`src/rtl/cmp_cmd_seq.sv`:
```
// Byte-framed command sequencer: collects a command and two 16-bit operands,
// issues one comparator operation, and returns the comparator result as a byte.
module cmp_cmd_seq #(
  parameter int IN_DATA_WIDTH  = 16,
  parameter int OUT_DATA_WIDTH = 3,
  parameter int WAIT_MAX       = 4
) (
  input  logic                      CLK,
  input  logic                      RST,
  input  logic [7:0]                RX_DATA,
  input  logic                      RX_VALID,
  output logic                      RX_READY,
  output logic [IN_DATA_WIDTH-1:0]  CMP_A,
  output logic [IN_DATA_WIDTH-1:0]  CMP_B,
  output logic [1:0]                CMP_FUNC,
  output logic                      CMP_EN,
  input  logic [OUT_DATA_WIDTH-1:0] CMP_OUT,
  input  logic                      CMP_FLAG,
  output logic [7:0]                RES_DATA,
  output logic                      RES_VALID,
  input  logic                      RES_READY,
  output logic                      FRM_ERR,
  output logic                      BUSY
);

  localparam int CNT_W = $clog2(WAIT_MAX + 1);

  typedef enum logic [2:0] {
    S_IDLE, S_A_LO, S_A_HI, S_B_LO, S_B_HI, S_ISSUE, S_WAIT, S_RESP
  } state_t;

  state_t                   state_q, state_d;
  logic [IN_DATA_WIDTH-1:0] a_reg, b_reg, b_full;
  logic [CNT_W-1:0]         wait_cnt;
  logic                     rx_fire, cmd_ok, timeout;

  function automatic logic [7:0] zext_res(input logic [OUT_DATA_WIDTH-1:0] v);
    logic [7:0] r;
    r = '0;
    r[OUT_DATA_WIDTH-1:0] = v;
    return r;
  endfunction

  assign RX_READY  = (state_q == S_IDLE) || (state_q == S_A_LO) || (state_q == S_A_HI) ||
                     (state_q == S_B_LO) || (state_q == S_B_HI);
  assign CMP_EN    = (state_q == S_ISSUE);
  assign RES_VALID = (state_q == S_RESP);
  assign BUSY      = (state_q != S_IDLE);

  assign rx_fire = RX_VALID && RX_READY;
  assign cmd_ok  = (RX_DATA[7:2] == 6'b101011);
  // The last WAIT cycle with no flag ends the frame without a result.
  assign timeout = (state_q == S_WAIT) && !CMP_FLAG && (wait_cnt == CNT_W'(WAIT_MAX - 1));

  always_comb begin
    b_full       = b_reg;
    b_full[15:8] = RX_DATA;
  end

  always_ff @(posedge CLK) begin
    if (RST) state_q <= S_IDLE;
    else     state_q <= state_d;
  end

  always_comb begin
    state_d = state_q;
    case (state_q)
      S_IDLE:  if (rx_fire && cmd_ok) state_d = S_A_LO;
      S_A_LO:  if (rx_fire) state_d = S_A_HI;
      S_A_HI:  if (rx_fire) state_d = S_B_LO;
      S_B_LO:  if (rx_fire) state_d = S_B_HI;
      S_B_HI:  if (rx_fire) state_d = S_ISSUE;
      S_ISSUE: state_d = S_WAIT;
      S_WAIT: begin
        if (CMP_FLAG)     state_d = S_RESP;
        else if (timeout) state_d = S_IDLE;
      end
      S_RESP:  if (RES_READY) state_d = S_IDLE;
      default: state_d = S_IDLE;
    endcase
  end

  always_ff @(posedge CLK) begin
    if (RST) begin
      a_reg    <= '0;
      b_reg    <= '0;
      CMP_A    <= '0;
      CMP_B    <= '0;
      CMP_FUNC <= '0;
      RES_DATA <= '0;
      FRM_ERR  <= 1'b0;
      wait_cnt <= '0;
    end else begin
      FRM_ERR <= 1'b0;
      case (state_q)
        S_IDLE: begin
          if (rx_fire) begin
            if (cmd_ok) CMP_FUNC <= RX_DATA[1:0];
            else        FRM_ERR  <= 1'b1;
          end
        end
        S_A_LO: if (rx_fire) a_reg[7:0]  <= RX_DATA;
        S_A_HI: if (rx_fire) a_reg[15:8] <= RX_DATA;
        S_B_LO: if (rx_fire) b_reg[7:0]  <= RX_DATA;
        S_B_HI: begin
          // Comparator operands change only here, on the way into ISSUE.
          if (rx_fire) begin
            b_reg[15:8] <= RX_DATA;
            CMP_A       <= a_reg;
            CMP_B       <= b_full;
          end
        end
        S_ISSUE: wait_cnt <= '0;
        S_WAIT: begin
          if (CMP_FLAG) begin
            RES_DATA <= zext_res(CMP_OUT);
          end else begin
            wait_cnt <= wait_cnt + 1'b1;
            if (timeout) FRM_ERR <= 1'b1;
          end
        end
        default: ;
      endcase
    end
  end

endmodule

```
`config.mk`:
```
export PLATFORM = sky130hd
export DESIGN_NAME = cmp_cmd_seq
export DESIGN_NICKNAME = d
export VERILOG_FILES = /design/src/rtl/cmp_cmd_seq.sv
export SDC_FILE = /design/constraint.sdc
export NUM_CORES = 1
export LEC_CHECK = 0
export BUFFER_PORTS_ARGS = -buffer_cell sky130_fd_sc_hd__buf_2
export CAP_MARGIN = 20
export CORE_MARGIN = 8
export CORE_UTILIZATION = 39
export DETAILED_ROUTE_END_ITERATION = 8
export GPL_ROUTABILITY_DRIVEN = 0
export PLACE_DENSITY_LB_ADDON = 0.1
export REMOVE_ABC_BUFFERS = 1
export SLEW_MARGIN = 20
export SYNTH_ARGS = -nofsm -noshare
export SYNTH_HDL_FRONTEND = slang
export SYNTH_SLANG_ARGS = --single-unit
export TNS_END_PERCENT = 20
```
`constraint.sdc`:
```
create_clock -name CLK -period 3.9 [get_ports CLK]
set_clock_uncertainty 0.15 [all_clocks]
set_input_delay 0.585 -clock CLK [delete_from_list [all_inputs] [get_ports CLK]]
set_output_delay 0.585 -clock CLK [all_outputs]
set_load 0.05 [all_outputs]
```
==> flow_metrics.env, run 1 <==
export IMPL_clk_pin_slew_worst_paths_ns=0.07
export IMPL_dp_cells=452
export IMPL_reg2reg_depth=5
export IMPL_core_area_sq_um=6681
export IMPL_numCtsBuffers=9
export IMPL_dr_pass1_iters=4
export IMPL_critPathLaunchType="register"
export IMPL_holdBufCountCts=0
export IMPL_synthFlopType="dfxtp_1"
export IMPL_hold_start="CMP_B[7]"
export IMPL_async_flop_share=0
export IMPL_row_count=30
export IMPL_crit_path_end_kind="output port"
export IMPL_vias_per_cell=4.895
export IMPL_drc=0
export IMPL_cp_required_ns=3.16
export IMPL_htree_levels=3
export IMPL_fillers=709
export IMPL_cts_num_sinks=68
export IMPL_hold_class="register to register"
export IMPL_cts_buffer_depth=2
export IMPL_yosysWarnings=0
export IMPL_rsz0062_at_grt="no"
export IMPL_drive_above_1_share=0.2010
export IMPL_syn_avg_cell_area_sq_um=7.958
export IMPL_cap_violations=0
export IMPL_timing_setup_critical_path_class="register to output port"
export IMPL_tightest_slew_ns=0.7574
export IMPL_p_leak_nw=1.272
export IMPL_vias=2291
export IMPL_status="completed"
export IMPL_synth_top_area_share=0.5137
export IMPL_synth_top_cell_by_area="dfxtp_1"
export IMPL_start_util=0.3966
export IMPL_hold_viol=0
export IMPL_clkLatencyLatePin_ns=0.34
export IMPL_finalCriticalPeriod_ns=2.352
export IMPL_layout_cells_non_filler=468
export IMPL_post_cts_resized=0
export IMPL_n_antenna_cell=0
export IMPL_area_growth_pct=18.98
export IMPL_syn_inst=333
export IMPL_dieArea_sq_um=9688
export IMPL_hpwlAfterDp_mm=4.331
export IMPL_ys_types=35
export IMPL_slew_viol_final=0
export IMPL_grt_pass1_vias=2334
export IMPL_min_period_over_period=0.6032
export IMPL_cts_tree="built"
export IMPL_grt_max_degree=43
export IMPL_crit_arrival_ns=1.62
export IMPL_ff2ff_setup_slack_ns=1.59
export IMPL_irDropWorstVdd_v=0.0002922
export IMPL_grt_pass1_wl_mm=11.12
export IMPL_cts_setup_buffers=0
export IMPL_io_pins=63
export IMPL_seq_area_frac_synth=0.5137
export IMPL_layout_nets=401
export IMPL_crit_reg2reg_launch="state_q[2]"
export IMPL_routedWlPerCell_um=14.12
export IMPL_io_buffers=57
export IMPL_grt_overflow=0
export IMPL_r2r_end="CMP_B[4]"
export IMPL_ys_seq_elements=68
export IMPL_fmax_ghz=0.4251
export IMPL_synthTopCellsByArea="dfxtp_1, nand2_1, a21oi_1"
export IMPL_powerDensity_nw_per_um2=435.4
export IMPL_timing_slew_headroom=0.4951
export IMPL_path_max_fanout=21
export IMPL_drt_wl_total_mm=6.609
export IMPL_synth_edf_count=0
export IMPL_hold_end="CMP_B[7]"
export IMPL_drt_iter0_drc=113
export IMPL_die_w_um=98.43
export IMPL_hold_depth=2
export IMPL_grt_usage=0.1422
export IMPL_grt_antenna_before_repair=0
export IMPL_setup_violations=0
export IMPL_fp_dieH_um=98.43
export IMPL_cts_root_buf="clkbuf_8"
export IMPL_setup_tns_final_ns=0
export IMPL_netlist_area_sq_um=2650
export IMPL_ant_nets=0
-- layout make-up --
type	instances	area, sq um	share of cell area
sequential	68	1361	0.4317
multi-input combinational	241	1167	0.3702
timing repair buffer	59	300.3	0.09524
clock buffer	12	135.1	0.04286
tap	80	100.1	0.03175
clock inverter	4	73.82	0.02341
inverter	4	15.01	0.004762
-- through the flow --
step | util | area [sq um] | worst slack (ns) | hold slack (ns) | total power [W]
after global routing | 0.4719 | 3153 | 1.432 | 0.3160 | 0.001427
after detailed placement | 0.4403 | 2942 | 1.604 | 0.2930 | 0.0007668
after CTS | 0.4715 | 3151 | 1.522 | 0.3024 | 0.001392
after floorplan | - | 2541 | 1.910 | 0.2760 | 0.0007352
final | 0.4719 | 3153 | 1.548 | 0.2987 | 0.001373
after global placement | 0.4403 | 2942 | 1.612 | 0.2886 | 0.0007668
-- placed cells by master (no fill, tap or decap), types with 2 or more instances in the layout --
| cell type | netlist | layout |
|---|---|---|
| dfxtp_1 | 68 | 68 |
| and3_1 | 2 | 2 |
| mux2i_1 | 6 | 6 |
| nor2b_1 | 5 | 5 |
| nand3_1 | 2 | 2 |
| a21oi_1 | 58 | 58 |
| clkbuf_1 | 9 | 3 |
| o31ai_1 | 3 | 3 |
| buf_2 | 9 | 57 |
| nor2_1 | 12 | 12 |
| a22oi_1 | 2 | 2 |
| a31oi_1 | 2 | 2 |
| conb_1 | 1 | 5 |
| nand2b_1 | 3 | 3 |
| clkbuf_8 | 0 | 9 |
| inv_1 | 4 | 4 |
| o21ai_0 | 4 | 4 |
| bufinv_16 | 0 | 2 |
| nand2_1 | 118 | 117 |
| ha_1 | 2 | 2 |
| or3_1 | 2 | 2 |
| buf_4 | 6 | 2 |
-- Yosys cell counts (4+ instances only) --
master	number
a21oi_1	58
buf_2	9
buf_4	6
clkbuf_1	9
dfxtp_1	68
inv_1	4
mux2i_1	6
nand2_1	118
nor2_1	12
nor2b_1	5
o21ai_0	4
-- metal layers --
layer  global-route usage  up-vias  part of all wire
met3              0.04369       12             0.056
met2               0.2198       51              0.43
met5                    0        -                 0
met1               0.1737     1037              0.49
met4              0.07438        0             0.020
li1                     -     1191                 -
-- logic make-up (layout without fill, tap and decap cells) --
family	after synthesis	after routing	share of synthesized area
DFF	68	68	0.5137
AOI/OAI and AO/OA	74	74	0.1511
adders and majority gates	2	2	0.009441
and+or+nand+nor	153	153	0.2450
muxes	7	7	0.02691
buffers and inverters	28	79	0.05240
other	1	5	0.001415
-- where the power goes --
group	leakage [nW]	switching, W	internal [W]
clock	0.105	0.000261	0.000361
combinational	0.620	0.0000417	0.0000123
sequential	0.548	0.00000155	0.000695
-- how the worst max path moves through the flow --
stage	startpoint	endpoint	slack, ns	depth (start not counted)
6_report	state_q[0]	RES_VALID	1.55	2
5_1_grt	state_q[2]	CMP_A[12]	1.43	5
4_1_cts	state_q[0]	CMP_EN	1.52	2
3_5_place_dp	RX_VALID	CMP_B[10]	1.60	5
3_3_place_gp	RX_VALID	CMP_A[11]	1.61	5
2_1_floorplan	state_q[0]	RX_READY	1.91	1
-- worst max-delay path, cell delays in order (launching register included) --
cell	delay, ns
dfxtp_1	0.74
and3_1	0.28
buf_2	0.27
No activity file was read; power rests on OpenSTA's default activity.
==> run 2, diff against run 1 <==
- clock period: 3.9 -> 2.06 ns (I/O delays scaled with it)
==> run 2 against run 1 <==
Effect of this change:
- worst hold slack worse by 0.25 ns
- largest cell class unchanged
- global-route usage down 0.38 points
- largest power group unchanged
- critical path type unchanged
- first-iteration DRC count fell by 0.88%
- critical endpoint is now BUSY
- setup slack worse by 1.4 ns
- total power is 82% higher
- combinational power increased by 100%
==> flow_metrics.env, run 2 (synthesis gave the netlist of run 1 again) <==
export IMPL_status="completed"
export IMPL_power_w=0.002496
export IMPL_dieArea_sq_um=9688
export IMPL_numCtsBuffers=9
export IMPL_core_area_sq_um=6681
export IMPL_drt_wl_total_mm=6.625
export IMPL_fin_ws_ns=0.1422
export IMPL_critPathLaunchType="register"
export IMPL_holdBufCountCts=0
export IMPL_clkLatencyLatePin_ns=0.34
export IMPL_fmax_ghz=0.5214
export IMPL_hold_start="CMP_OUT[1]"
export IMPL_cap_violations=0
export IMPL_post_cts_resized=0
export IMPL_p_leak_nw=1.317
export IMPL_cts_setup_buffers=0
export IMPL_start_util=0.3966
export IMPL_setup_tns_final_ns=0
export IMPL_tightest_slew_ns=0.6988
export IMPL_drive_above_1_share=0.2256
export IMPL_clk_pin_slew_worst_paths_ns=0.07
export IMPL_ant_nets=0
export IMPL_drc=0
export IMPL_hold_viol=0
export IMPL_drt_iter0_drc=112
export IMPL_min_period_over_period=0.9310
export IMPL_placed_cell_area_sq_um=3037
export IMPL_die_w_um=98.43
export IMPL_timing_setup_critical_path_class="register to output port"
export IMPL_fin_area_sq_um=3228
export IMPL_crit_arrival_ns=1.46
export IMPL_fp_dieH_um=98.43
export IMPL_grt_usage=0.1384
export IMPL_layout_cells_non_filler=479
export IMPL_area_growth_pct=21.81
export IMPL_final_common_cell="nand2_1"
export IMPL_cts_tree="built"
export IMPL_vias_per_cell=4.877
export IMPL_cp_required_ns=1.60
export IMPL_vias=2336
export IMPL_grt_overflow=0
export IMPL_timing_slew_headroom=0.5336
export IMPL_hold_depth=3
export IMPL_powerDensity_nw_per_um2=773.1
export IMPL_hpwlAfterDp_mm=4.576
export IMPL_place_ws_ns=0.2404
export IMPL_grt_max_degree=37
export IMPL_finalCriticalPeriod_ns=1.918
export IMPL_row_count=30
export IMPL_grt_antenna_before_repair=0
export IMPL_rsz0062_at_grt="no"
export IMPL_cts_num_sinks=68
export IMPL_reg2reg_depth=5
export IMPL_grt_pass1_wl_mm=10.83
export IMPL_hold_end="RES_DATA[1]"
export IMPL_routedWlPerCell_um=13.83
export IMPL_hold_class="input pin to register"
export IMPL_irDropWorstVdd_v=0.0003261
export IMPL_n_antenna_cell=0
export IMPL_crit_reg2reg_launch="state_q[1]"
export IMPL_grt_pass1_vias=2256
export IMPL_htree_levels=3
export IMPL_dr_pass1_iters=4
export IMPL_cts_buffer_depth=2
export IMPL_io_pins=63
export IMPL_cts_root_buf="clkbuf_8"
export IMPL_ff2ff_setup_slack_ns=0.31
export IMPL_r2r_end="CMP_A[4]"
export IMPL_final_cell_mix="nand2_1, dfxtp_1, a21oi_1"
export IMPL_io_buffers=57
export IMPL_slew_viol_final=0
export IMPL_fillers=708
export IMPL_crit_path_end_kind="output port"
export IMPL_path_max_fanout=20
export IMPL_layout_nets=412
export IMPL_dp_cells=463
export IMPL_setup_violations=0
-- run 2: worst max-delay path by stage --
stage	startpoint	end	slack [ns]	cells after the start
2_1_floorplan	state_q[0]	state_q[0]	0.17	4
3_3_place_gp	RX_VALID	CMP_A[13]	0.33	6
3_5_place_dp	RX_VALID	CMP_A[8]	0.24	6
4_1_cts	state_q[0]	BUSY	0.12	3
5_1_grt	state_q[0]	BUSY	0.08	3
6_report	state_q[0]	BUSY	0.14	3
-- run 2: cell type report --
cell class,count,area (sq um),share of cell area
flip-flops and latches,68,1361,0.4217
multi-input cells,241,1165,0.3609
repair buffers,70,395.4,0.1225
clock buffers,10,127.6,0.03953
well taps,80,100.1,0.03101
clock inverters,6,63.81,0.01977
inverters,4,15.01,0.004651
-- run 2: where the power goes --
part           switching [W]  internal (W)  leakage (nW)
Clock               0.000511      0.000559        0.0927
Sequential        0.00000115       0.00132         0.548
Combinational      0.0000813     0.0000265         0.676
-- run 2: through the flow --
stage	util	hold WS, ns
3_5_place_dp	0.4545	0.2941
3_3_place_gp	0.4545	0.2862
4_1_cts	0.4831	0.03785
6_report	0.4831	0.05281
5_1_grt	0.4831	0.05562
2_1_floorplan	-	0.2281
-- run 2: worst max-delay path: stages (launching register included) --
cell,delay [ns]
dfxtp_1,0.31
buf_4,0.20
or3_1,0.40
buf_2,0.22
-- run 2: layer usage --
metal / global-route usage / up-vias / routed length (um)
li1: - / 1209 / -
met1: 0.1669 / 1068 / 3131
met2: 0.2151 / 50 / 3000
met3: 0.04792 / 9 / 388
met4: 0.06730 / 0 / 104
met5: 0 / - / 0
==> run 3, diff against run 2 <==
- SLEW_MARGIN: 20 -> unset
- clock period: 2.06 -> 2.16 ns (I/O delays scaled with it)
==> run 3 against run 2 <==
Effect of this change:
- register-to-register slack improved by 0.10 ns
- non-clock buffer count shrank 5
- critical path depth unchanged
- sequential power down 5%
- count of clock-buffer cells in the layout increased by 1
- sequential cell count stayed put
- largest power group unchanged
- first-iteration DRC count rose by 1.8%
- setup slack worse by 0.0095 ns
- total power shrank 8.1%
- largest cell class unchanged
- combinational power fell by 7%
- wire length shrank 0.83%
==> flow_metrics.env, run 3 (synthesis gave the netlist of run 1 again) <==
export IMPL_drc=0
export IMPL_layout_nets=407
export IMPL_critPathSlowestCell="dfxtp_1"
export IMPL_setup_tns_final_ns=0
export IMPL_vias_per_cell=4.939
export IMPL_row_count=30
export IMPL_final_cell_mix="nand2_1, dfxtp_1, a21oi_1"
export IMPL_cp_required_ns=1.69
export IMPL_hold_class="input pin to register"
export IMPL_fin_area_sq_um=3176
export IMPL_grt_max_degree=33
export IMPL_n_antenna_cell=0
export IMPL_io_pins=63
export IMPL_irDropWorstVdd_v=0.0003382
export IMPL_critPathLaunchType="register"
export IMPL_clk_pin_slew_worst_paths_ns=0.07
export IMPL_cp_num_buf_inv=2
export IMPL_hpwlAfterDp_mm=4.522
export IMPL_hold_viol=0
export IMPL_drive_above_1_share=0.2163
export IMPL_crit_arrival_ns=1.55
export IMPL_status="completed"
export IMPL_dieArea_sq_um=9688
export IMPL_cp_top_family="flip-flops"
export IMPL_die_w_um=98.43
export IMPL_path_max_fanout=16
export IMPL_setup_violations=0
export IMPL_reg2reg_depth=5
export IMPL_cts_buffer_depth=2
export IMPL_numCtsBuffers=9
export IMPL_cp_slowest_stage_delay_ns=0.63
export IMPL_ff2ff_setup_slack_ns=0.41
export IMPL_drt_wl_total_mm=6.570
export IMPL_fp_dieH_um=98.43
export IMPL_worstPathCellList="inv_1 > and3_1 > buf_2"
export IMPL_dp_cells=458
export IMPL_min_period_over_period=0.9386
export IMPL_drt_iter0_drc=114
export IMPL_post_cts_resized=0
export IMPL_final_common_cell="nand2_1"
export IMPL_fmax_ghz=0.4933
export IMPL_regArea_sq_um=1361
export IMPL_layout_cells_non_filler=473
export IMPL_multi_input_area_sq_um=1165
export IMPL_hold_start="CMP_OUT[0]"
export IMPL_clkLatencyLatePin_ns=0.34
export IMPL_grt_usage=0.1424
export IMPL_finalCriticalPeriod_ns=2.027
export IMPL_start_util=0.3966
export IMPL_crit_path_end_kind="output port"
export IMPL_ant_nets=0
export IMPL_whs_ns=0.06769
export IMPL_holdBufCountCts=0
export IMPL_placed_cell_area_sq_um=2999
export IMPL_r2r_end="CMP_A[14]"
export IMPL_io_buffers=57
export IMPL_dr_pass1_iters=4
export IMPL_area_growth_pct=19.83
export IMPL_hold_end="RES_DATA[0]"
export IMPL_cts_tree="built"
export IMPL_cap_violations=0
export IMPL_timing_setup_critical_path_class="register to output port"
export IMPL_htree_levels=3
export IMPL_routedWlPerCell_um=13.89
export IMPL_vias=2336
export IMPL_hold_depth=3
export IMPL_cts_num_sinks=68
export IMPL_crit_reg2reg_launch="state_q[2]"
export IMPL_timing_slew_headroom=0.6372
export IMPL_grt_antenna_before_repair=0
export IMPL_fillers=717
export IMPL_grt_pass1_wl_mm=11.16
export IMPL_tightest_slew_ns=0.5435
export IMPL_slew_viol_final=0
export IMPL_grt_overflow=0
export IMPL_powerDensity_nw_per_um2=722.1
export IMPL_cts_root_buf="clkbuf_8"
export IMPL_core_area_sq_um=6681
export IMPL_p_leak_nw=1.286
export IMPL_grt_pass1_vias=2372
export IMPL_cts_setup_buffers=0
export IMPL_rsz0062_at_grt="no"
export IMPL_cp_depth=3
[run 3: cell types whose count changed in the layout (fill, tap and decap cells not counted), sizes merged]
cell    before  now
inv          5    4
bufinv       1    0
clkbuf      10   11
buf         70   65
[run 3: worst min-delay path, delay by kind of cell]
kind / cells / cell delay [ns]
mux: 1 / 0.05
simple gates: 1 / 0.07
buf+inv: 1 / 0.08
[run 3: worst max path at each step]
stage               slack [ns]       start         end
floorplan                 0.27  state_q[0]  state_q[0]
global placement          0.47  state_q[1]   a_reg[12]
detailed placement        0.43  state_q[2]    CMP_A[7]
CTS                       0.14  state_q[2]   RES_VALID
global route              0.01  state_q[1]      CMP_EN
finish                    0.13  state_q[1]      CMP_EN
[run 3: layout make-up]
class | instances | share of cell area
well taps | 80 | 0.03152
multi-input cells | 241 | 0.3668
clock inverters | 4 | 0.007880
clock buffers | 11 | 0.04768
inverters | 4 | 0.004728
flip-flops and latches | 68 | 0.4287
repair buffers | 65 | 0.1127
[run 3: per-stage QoR]
stage	util	total power [W]	setup WS [ns]
CTS	0.4753	0.002319	0.1388
global placement	0.4489	0.001387	0.4682
global route	0.4753	0.002388	0.01130
finish	0.4753	0.002293	0.1327
detailed placement	0.4489	0.001387	0.4262
floorplan	-	0.001327	0.2708
[run 3: layer usage]
layer | vias to the layer above | global-route usage | share of wire
met4 | 0 | 0.05903 | 0.011
met1 | 1079 | 0.1617 | 0.46
li1 | 1199 | - | -
met5 | - | 0 | 0
met3 | 8 | 0.06413 | 0.067
met2 | 50 | 0.2271 | 0.46
[run 3: power by group]
part	total, W	switching, W	internal [W]
Clock	0.000935	0.000466	0.000468
Sequential	0.00126	0.00000240	0.00126
Combinational	0.0000999	0.0000761	0.0000237
